<file path="src/rtl/cursor_overlay.sv">
// Mouse-pointer overlay: draws an arrow cursor over the selected pixel stream.
// The position is latched once per frame, and all outputs have a fixed 2-clk latency.
module cursor_overlay #(
    parameter int unsigned H_ACTIVE   = 1024,
    parameter int unsigned V_ACTIVE   = 768,
    parameter int unsigned CUR_H      = 16,
    parameter int unsigned CUR_W      = 11,
    parameter logic [11:0] COL_BORDER = 12'h000,
    parameter logic [11:0] COL_MENU   = 12'hFFF,
    parameter logic [11:0] COL_MAPA   = 12'hFF0
) (
    input  logic        clk,
    input  logic        rst,
    input  logic [10:0] hcount_in,
    input  logic [10:0] vcount_in,
    input  logic        hsync_in,
    input  logic        vsync_in,
    input  logic        hblnk_in,
    input  logic        vblnk_in,
    input  logic [11:0] rgb_in,
    input  logic [11:0] xpos,
    input  logic [11:0] ypos,
    input  logic        Select,
    output logic [10:0] hcount_out,
    output logic [10:0] vcount_out,
    output logic        hsync_out,
    output logic        vsync_out,
    output logic        hblnk_out,
    output logic        vblnk_out,
    output logic [11:0] rgb_out
);

    localparam logic [11:0]        X_MAX = 12'(H_ACTIVE - 1);
    localparam logic [11:0]        Y_MAX = 12'(V_ACTIVE - 1);
    localparam logic signed [12:0] CH    = 13'(CUR_H);
    localparam logic signed [12:0] CW    = 13'(CUR_W);

    logic        vsync_prev_q;
    logic [10:0] x_lat_q, y_lat_q;
    logic        sel_lat_q;
    logic [11:0] x_clamp, y_clamp;
    logic        latch_en;

    assign x_clamp  = (xpos > X_MAX) ? X_MAX : xpos;
    assign y_clamp  = (ypos > Y_MAX) ? Y_MAX : ypos;
    assign latch_en = vsync_in && !vsync_prev_q;

    always_ff @(posedge clk or negedge rst) begin
        if (!rst) begin
            vsync_prev_q <= 1'b0;
            x_lat_q      <= '0;
            y_lat_q      <= '0;
            sel_lat_q    <= 1'b0;
        end else begin
            vsync_prev_q <= vsync_in;
            if (latch_en) begin
                x_lat_q   <= x_clamp[10:0];
                y_lat_q   <= y_clamp[10:0];
                sel_lat_q <= Select;
            end
        end
    end

    // Signed offsets so a cursor at column/line 0 never wraps to the far side.
    logic signed [12:0] dx, dy;
    logic               inside_d, edge_d;

    always_comb begin
        dx       = $signed({2'b00, hcount_in}) - $signed({2'b00, x_lat_q});
        dy       = $signed({2'b00, vcount_in}) - $signed({2'b00, y_lat_q});
        inside_d = !dx[12] && !dy[12] && (dy < CH) && (dx <= dy) && (dx < CW);
        edge_d   = inside_d && ((dx == 13'sd0) || (dx == dy) ||
                                (dy == CH - 13'sd1) || (dx == CW - 13'sd1));
    end

    logic [10:0] hcount_q, vcount_q;
    logic        hsync_q, vsync_q, hblnk_q, vblnk_q;
    logic [11:0] rgb_q;
    logic        inside_q, edge_q;
    logic [11:0] rgb_d;

    always_ff @(posedge clk or negedge rst) begin
        if (!rst) begin
            hcount_q <= '0;
            vcount_q <= '0;
            hsync_q  <= 1'b0;
            vsync_q  <= 1'b0;
            hblnk_q  <= 1'b0;
            vblnk_q  <= 1'b0;
            rgb_q    <= '0;
            inside_q <= 1'b0;
            edge_q   <= 1'b0;
        end else begin
            hcount_q <= hcount_in;
            vcount_q <= vcount_in;
            hsync_q  <= hsync_in;
            vsync_q  <= vsync_in;
            hblnk_q  <= hblnk_in;
            vblnk_q  <= vblnk_in;
            rgb_q    <= rgb_in;
            inside_q <= inside_d;
            edge_q   <= edge_d;
        end
    end

    always_comb begin
        rgb_d = rgb_q;
        if (hblnk_q || vblnk_q) begin
            rgb_d = 12'h000;
        end else if (edge_q) begin
            rgb_d = COL_BORDER;
        end else if (inside_q) begin
            rgb_d = sel_lat_q ? COL_MAPA : COL_MENU;
        end
    end

    always_ff @(posedge clk or negedge rst) begin
        if (!rst) begin
            hcount_out <= '0;
            vcount_out <= '0;
            hsync_out  <= 1'b0;
            vsync_out  <= 1'b0;
            hblnk_out  <= 1'b0;
            vblnk_out  <= 1'b0;
            rgb_out    <= '0;
        end else begin
            hcount_out <= hcount_q;
            vcount_out <= vcount_q;
            hsync_out  <= hsync_q;
            vsync_out  <= vsync_q;
            hblnk_out  <= hblnk_q;
            vblnk_out  <= vblnk_q;
            rgb_out    <= rgb_d;
        end
    end

endmodule

</file>
<file path="config.mk">
export PLATFORM = sky130hd
export DESIGN_NAME = cursor_overlay
export DESIGN_NICKNAME = d
export VERILOG_FILES = /design/src/rtl/cursor_overlay.sv
export SDC_FILE = /design/constraint.sdc
export NUM_CORES = 1
export LEC_CHECK = 0
export CAP_MARGIN = 20
export CORE_MARGIN = 10
export CORE_UTILIZATION = 35
export DETAILED_ROUTE_END_ITERATION = 8
export GPL_TIMING_DRIVEN = 0
export SYNTH_ARGS = -nofsm -noshare
export SYNTH_HDL_FRONTEND = slang
export SYNTH_SLANG_ARGS = --single-unit
</file>
<file path="constraint.sdc">
create_clock -name clk -period 8.25 [get_ports clk]
set_input_delay 0.825 -clock clk [delete_from_list [all_inputs] [get_ports clk]]
set_output_delay 0.825 -clock clk [all_outputs]
set_load 0.01 [all_outputs]
</file>
Word-level counts from Yosys, hierarchy flattened
Cells that the tools add are included.
W data, S select, Z words.
{"block": "classes", "add_sub_neg": 2, "n_mul": 0, "n_div": 0, "n_lt_le_gt_ge": 5, "eq_ne": 3, "shift": 0, "mux": 6, "bitwise": 0, "n_reduce_logical": 14}
{"cell": "$mux W12", "n": 3}
{"cell": "$eq A12 B5 Y1 const B", "n": 2}
{"cell": "$gt A12 B10 Y1 const B", "n": 2}
{"cell": "$sub A11 B11 Y12", "n": 2}
{"cell": "$mux W11", "n": 2}
{"cell": "$logic_not A13 Y1", "n": 1}
{"cell": "$eq A12 B12 Y1", "n": 1}
{"cell": "$le A12 B12 Y1", "n": 1}
{"cell": "$lt A12 B5 Y1 const B", "n": 1}
{"cell": "$lt A12 B6 Y1 const B", "n": 1}
{"cell": "$logic_and A1 B1 Y1", "n": 6}
{"cell": "$logic_or A1 B1 Y1", "n": 4}
{"cell": "$mux W4", "n": 1}
{"cell": "$logic_not A1 Y1", "n": 3}
{"block": "totals", "register_bits": 101, "latchBits": 0, "ram_bits": 0, "romBits": 0, "in_bits": 65, "elab_cells": 49, "mem_count": 0}

Longest topological paths before layout
{"block": "logic_depth", "depth_word": 7, "ltp_mapped": 16, "mapped_depth_nobuf": 16}

Worst setup path after synthesis
Ideal clock, no wire load.
{"block": "synth_timing", "path_kind": "in2reg", "startpoint": "input vcount_in[0]", "endpoint": "register edge_q", "t_arrival_ns": 3.711, "path_slack_ns": 4.453, "path_stages": 15, "n_path_buf": 0, "cell_sequence": "inv_1 > ha_1 > inv_1 > fa_1 > a21o_1 > a21oi_1 > a21boi_0 > o21a_1 > or2_2 > ha_1 > and4_1 > nand3_1 > or2_2 > or3_1 > a211oi_2"}
{"block": "synth_between", "elab_chain_len": 7, "elab_cells_between_ends": 14}
{"element": "start: declaration", "line": "15", "text": "input logic [10:0] vcount_in,"}
{"element": "$sub A11 B11 Y12 (*)", "line": "70", "text": "dy = $signed({2'b00, vcount_in}) - $signed({2'b00, y_lat_q});"}
{"element": "parallel branches: the longest is 5 deep, another holds $lt A12 B6 Y1"}
{"element": "$logic_and A1 B1 Y1 (*)", "line": "72", "text": "edge_d = inside_d && ((dx == 13'sd0) || (dx == dy) ||"}
{"element": "net edge_d", "line": "66", "text": "logic inside_d, edge_d;"}
{"element": "end signal: assignment", "line": "102", "text": "edge_q <= edge_d;"}
{"element": "end: declaration", "line": "79", "text": "logic inside_q, edge_q;"}
Mark *: on every way through the listed nets, which the timed path passes.
A chain may end at the register's enable or synchronous reset.

Final worst setup path
Same ends and word-level chain as after synthesis.

==> out/qor_table.md <==
| Item | Value | Unit |
|:---|:---|:---|
| Status | completed | - |
| Arrival time reported for the critical path endpoint | 4510 | ps |
| Global-route wire length before repair | 18050 | um |
| Part of the cycle the worst path needs | 51.56 | % |
| Unrepaired setup endpoints after global routing | no | - |
| Critical path cell sequence | clkdlybuf4s50_1 > inv_1 > ha_1 > inv_1 > fa_1 > a21o_1 > a21oi_1 > a21boi_0 > o21a_1 > or2_2 > ha_1 > and4_1 > nand3_1 > or2_2 > o32ai_1 > a21oi_1 > a211oi_2 | - |
| Worst EP required | 8510 | ps |
| Ratio of total power to cell area | 193.8 | mW/mm^2 |
| CTS sink cnt | 101 | - |
| Root buf cell | sky130_fd_sc_hd__clkbuf_16 | - |
| Pin slew with the least headroom to its limit | 603.8 | ps |
| Post CTS Setup Buffer Count | 0 | - |
| CP startpoint kind | input pin | - |
| Relative slew margins | 59.65 | % |
| Sink of the worst hold path | vcount_out[9]$_DFF_PN0_ | - |
| Final core area utilization | 47.23 | % |
| Register area share after synthesis | 54.37 | % |
| DIE AREA | 0.01829 | mm^2 |
| Worst hold slack | 347.0 | ps |
| Placeable Area | 0.01314 | mm^2 |
| Congestion Overflow GR | 0 | - |
| Critical-path cell with the highest stage delay | sky130_fd_sc_hd__clkdlybuf4s50_1 | - |
| Area of the mapped netlist | 0.004648 | mm^2 |
| EDFF count, synth | 0 | - |
| Detailed-route vias per instance | 4.805 | - |
| Cts-stage hold buffer count | 0 | - |
| R2R depth | 15 | - |
| Crit-path max cell delay | 430 | ps |
| Predominant post-synthesis flop cell | sky130_fd_sc_hd__dfrtp_1 | - |
| Min Clock Period, post-route | 4254 | ps |
| Number of nets in the layout | 618 | - |
| Setup-violating endpoint count in the final report | 0 | - |
| Instance count on the critical path | 17 | - |
| Average instance area after synthesis | 11.51 | um^2 |
| Post-Route Setup TNS | 0 | ps |
| I/O Buffers | 102 | - |
| Number of DRC markers in iteration 0 | 94 | - |
| Post-synthesis to final-layout area growth | 33.49 | % |
| Post-route DRC violation count | 0 | - |
| Half-perimeter wire length after placement | 8296 | um |
| Clock network latency to the later pin of the worst-skew pair | 340 | ps |
| Worst setup path category | input pin to register | - |
| Width of the die | 135.2 | um |
| Via total after detailed routing | 3359 | - |
| Max-cap violation count | 0 | - |
| Number of standard cells after synthesis | 404 | - |
| Maximum fanout along the worst path | 3 | - |
| Leakage power summed over all cells | 2.805 | nW |
| Antenna violations before repair | 0 | - |
| Clock Path Buffers | 2 | - |
| FF-to-FF End | edge_q$_DFF_PN0_ | - |
| Number of iterations in the first detailed-routing pass | 4 | - |
| Count of endpoints failing hold in the final timing report | 0 | - |
| Beginning of the worst hold path | vcount_q[9]$_DFF_PN0_ | - |
| Number of levels in the clock H-tree | 3 | - |
| Inserted Diodes | 0 | - |
| Synthesized netlist net count | 504 | - |
| Clock transition time at the flip-flop clock pins of the worst setup and hold paths | 70 | ps |
| Number of cells traversed by the worst hold path | 0 | - |
| Post-synthesis async set-or-reset flop share | 100.0 | % |
| Effective utilization at floorplan | 35.38 | % |
| Count of state elements after synthesis | 101 | - |
| R2R Path Start | x_lat_q[6]$_DFFE_PN0P_ | - |
| DRT antenna net count | 0 | - |
| Quantity of gates resized following cts | 0 | - |
| Number of buffers created by CTS | 9 | - |
| Pin count of the biggest net entering global routing | 71 | - |
| Detail-routed net length per standard cell | 15.06 | um |
| Fraction of layout cells with a size suffix above 1 | 6.119 | % |
| Via count of the first global-routing pass | 3573 | - |
| Final weighted congestion in routability-driven placement | 0.8475 | - |
| Slew Limit Fails | 0 | - |
| Final WL | 10530 | um |
| Top-level I/O count | 103 | - |
| Placement Rows | 42 | - |
| Kind of cell adding the most delay to the critical path | compound AO/OA/AOI/OAI gates | - |
| GRT Total Usage | 12.26 | % |
| Final setup skew | 4.280 | ps |
| Worst path buffer plus inverter count | 3 | - |
| Path type of the worst min-delay path | register to register | - |
| Count of unique library cells instantiated by Yosys | 58 | - |
| Yosys warning total | 0 | - |
| FMAX | 0.2351 | GHz |
| Clock tree from TritonCTS | yes | - |
| Flop-to-flop setup slack | 4560 | ps |
| Height of the chip | 135.2 | um |
| Worst supply voltage drop on vdd | 0.1594 | mV |
| CP endpoint kind | register | - |
## final cells by class
type                            count  area, um^2
Fill cell                        1228        6933
Sequential cell                   101        2527
Multi-Input combinational cell    257        1938
Timing Repair Buffer              103        1046
Clock buffer                       10       239.0
Tap cell                          176       220.2
Inverter                           37       138.9
Clock inverter                      6       51.30
Buffer                              9       43.79
## through the flow
stage	setup WS [ps]	area (um^2)	instances	total power, mW
floorplan	4453	4648	404	0.7043
finish	3996	6205	699	1.203
detailed placement	3617	5914	683	0.8068
CTS	3988	6205	699	1.229
global route	3722	6205	699	1.283
global placement	2624	5889	682	0.7971
## state kept, by name, indices dropped and copies added, names as in the netlist, 11 cells and up
name / flops
rgb_q: 12
hcount_q: 11
y_lat_q: 11
vcount_out: 11
vcount_q: 11
hcount_out: 11
x_lat_q: 11
rgb_out: 12
## cell families after synthesis
kind of cell / Yosys count / share of synthesized area, %
xor+xnor: 13 / 3.042
buf+inv: 46 / 3.930
compound gates: 105 / 16.53
mux: 3 / 0.6729
simple gates: 101 / 11.71
flops: 101 / 54.37
fa+ha+maj: 35 / 9.744
## synth_stat cells (all sizes together), types with 2 or more instances
cell       n  area, um^2
fa         2       40.04
a21o       8       61.31
nor2      31       116.4
nand4      6       37.54
o21a       3       22.52
mux2i      2       20.02
ha        33       412.9
nand2b    10       62.56
a311oi     3       43.80
xnor2      8       70.07
and2       2       12.51
nor3       6       35.03
dfrtp    101        2527
nand3      7       35.03
xor2       3       26.28
o31ai      3       22.52
o21bai     2       15.01
nor4       2       12.51
o21ai     17       85.08
inv       37       138.9
xnor3      2       45.04
nor2b      8       50.05
a21oi     27       135.1
buf        4       25.02
nand2     10       37.54
clkbuf     5       18.77
or3        5       31.28
a2111oi    3       46.30
o31a       4       35.03
and4       2       17.52
and3       2       12.51
a211oi     4       35.03
o211ai     5       37.54
or2        5       31.28
o22a      19       166.4
## placed cells by master, fill, tap and decap left out, drive strengths merged, types with 7 or more instances in the layout
master and instances:
o21ai 17, nand3 7, nand2b 10, nand2 10, nor2 31, xnor2 8, nor2b 8, dfrtp 101
ha 33, a21o 8, o22a 19, clkbuf 15, clkdlybuf4s50 101, a21oi 27, inv 42
## power breakdown
part           internal (mW)  switching (mW)
registers              0.521         0.00888
logic                  0.133           0.132
clock network          0.219           0.189
## layer usage
layer	share of wire (%)	GRT usage (%)
met5	0	0
met4	0.56	2.811
met3	6.1	5.007
met2	47	19.29
met1	46	15.42
## how the worst max path moves through the flow
stage / endpoint / startpoint
finish: edge_q$_DFF_PN0_ / vcount_in[0]
global route: edge_q$_DFF_PN0_ / vcount_in[1]
CTS: edge_q$_DFF_PN0_ / vcount_in[0]
detailed placement: edge_q$_DFF_PN0_ / vcount_in[0]
global placement: hcount_q[9]$_DFF_PN0_ / rst
floorplan: edge_q$_DFF_PN0_ / vcount_in[0]
No activity file was read; power rests on OpenSTA's default activity.
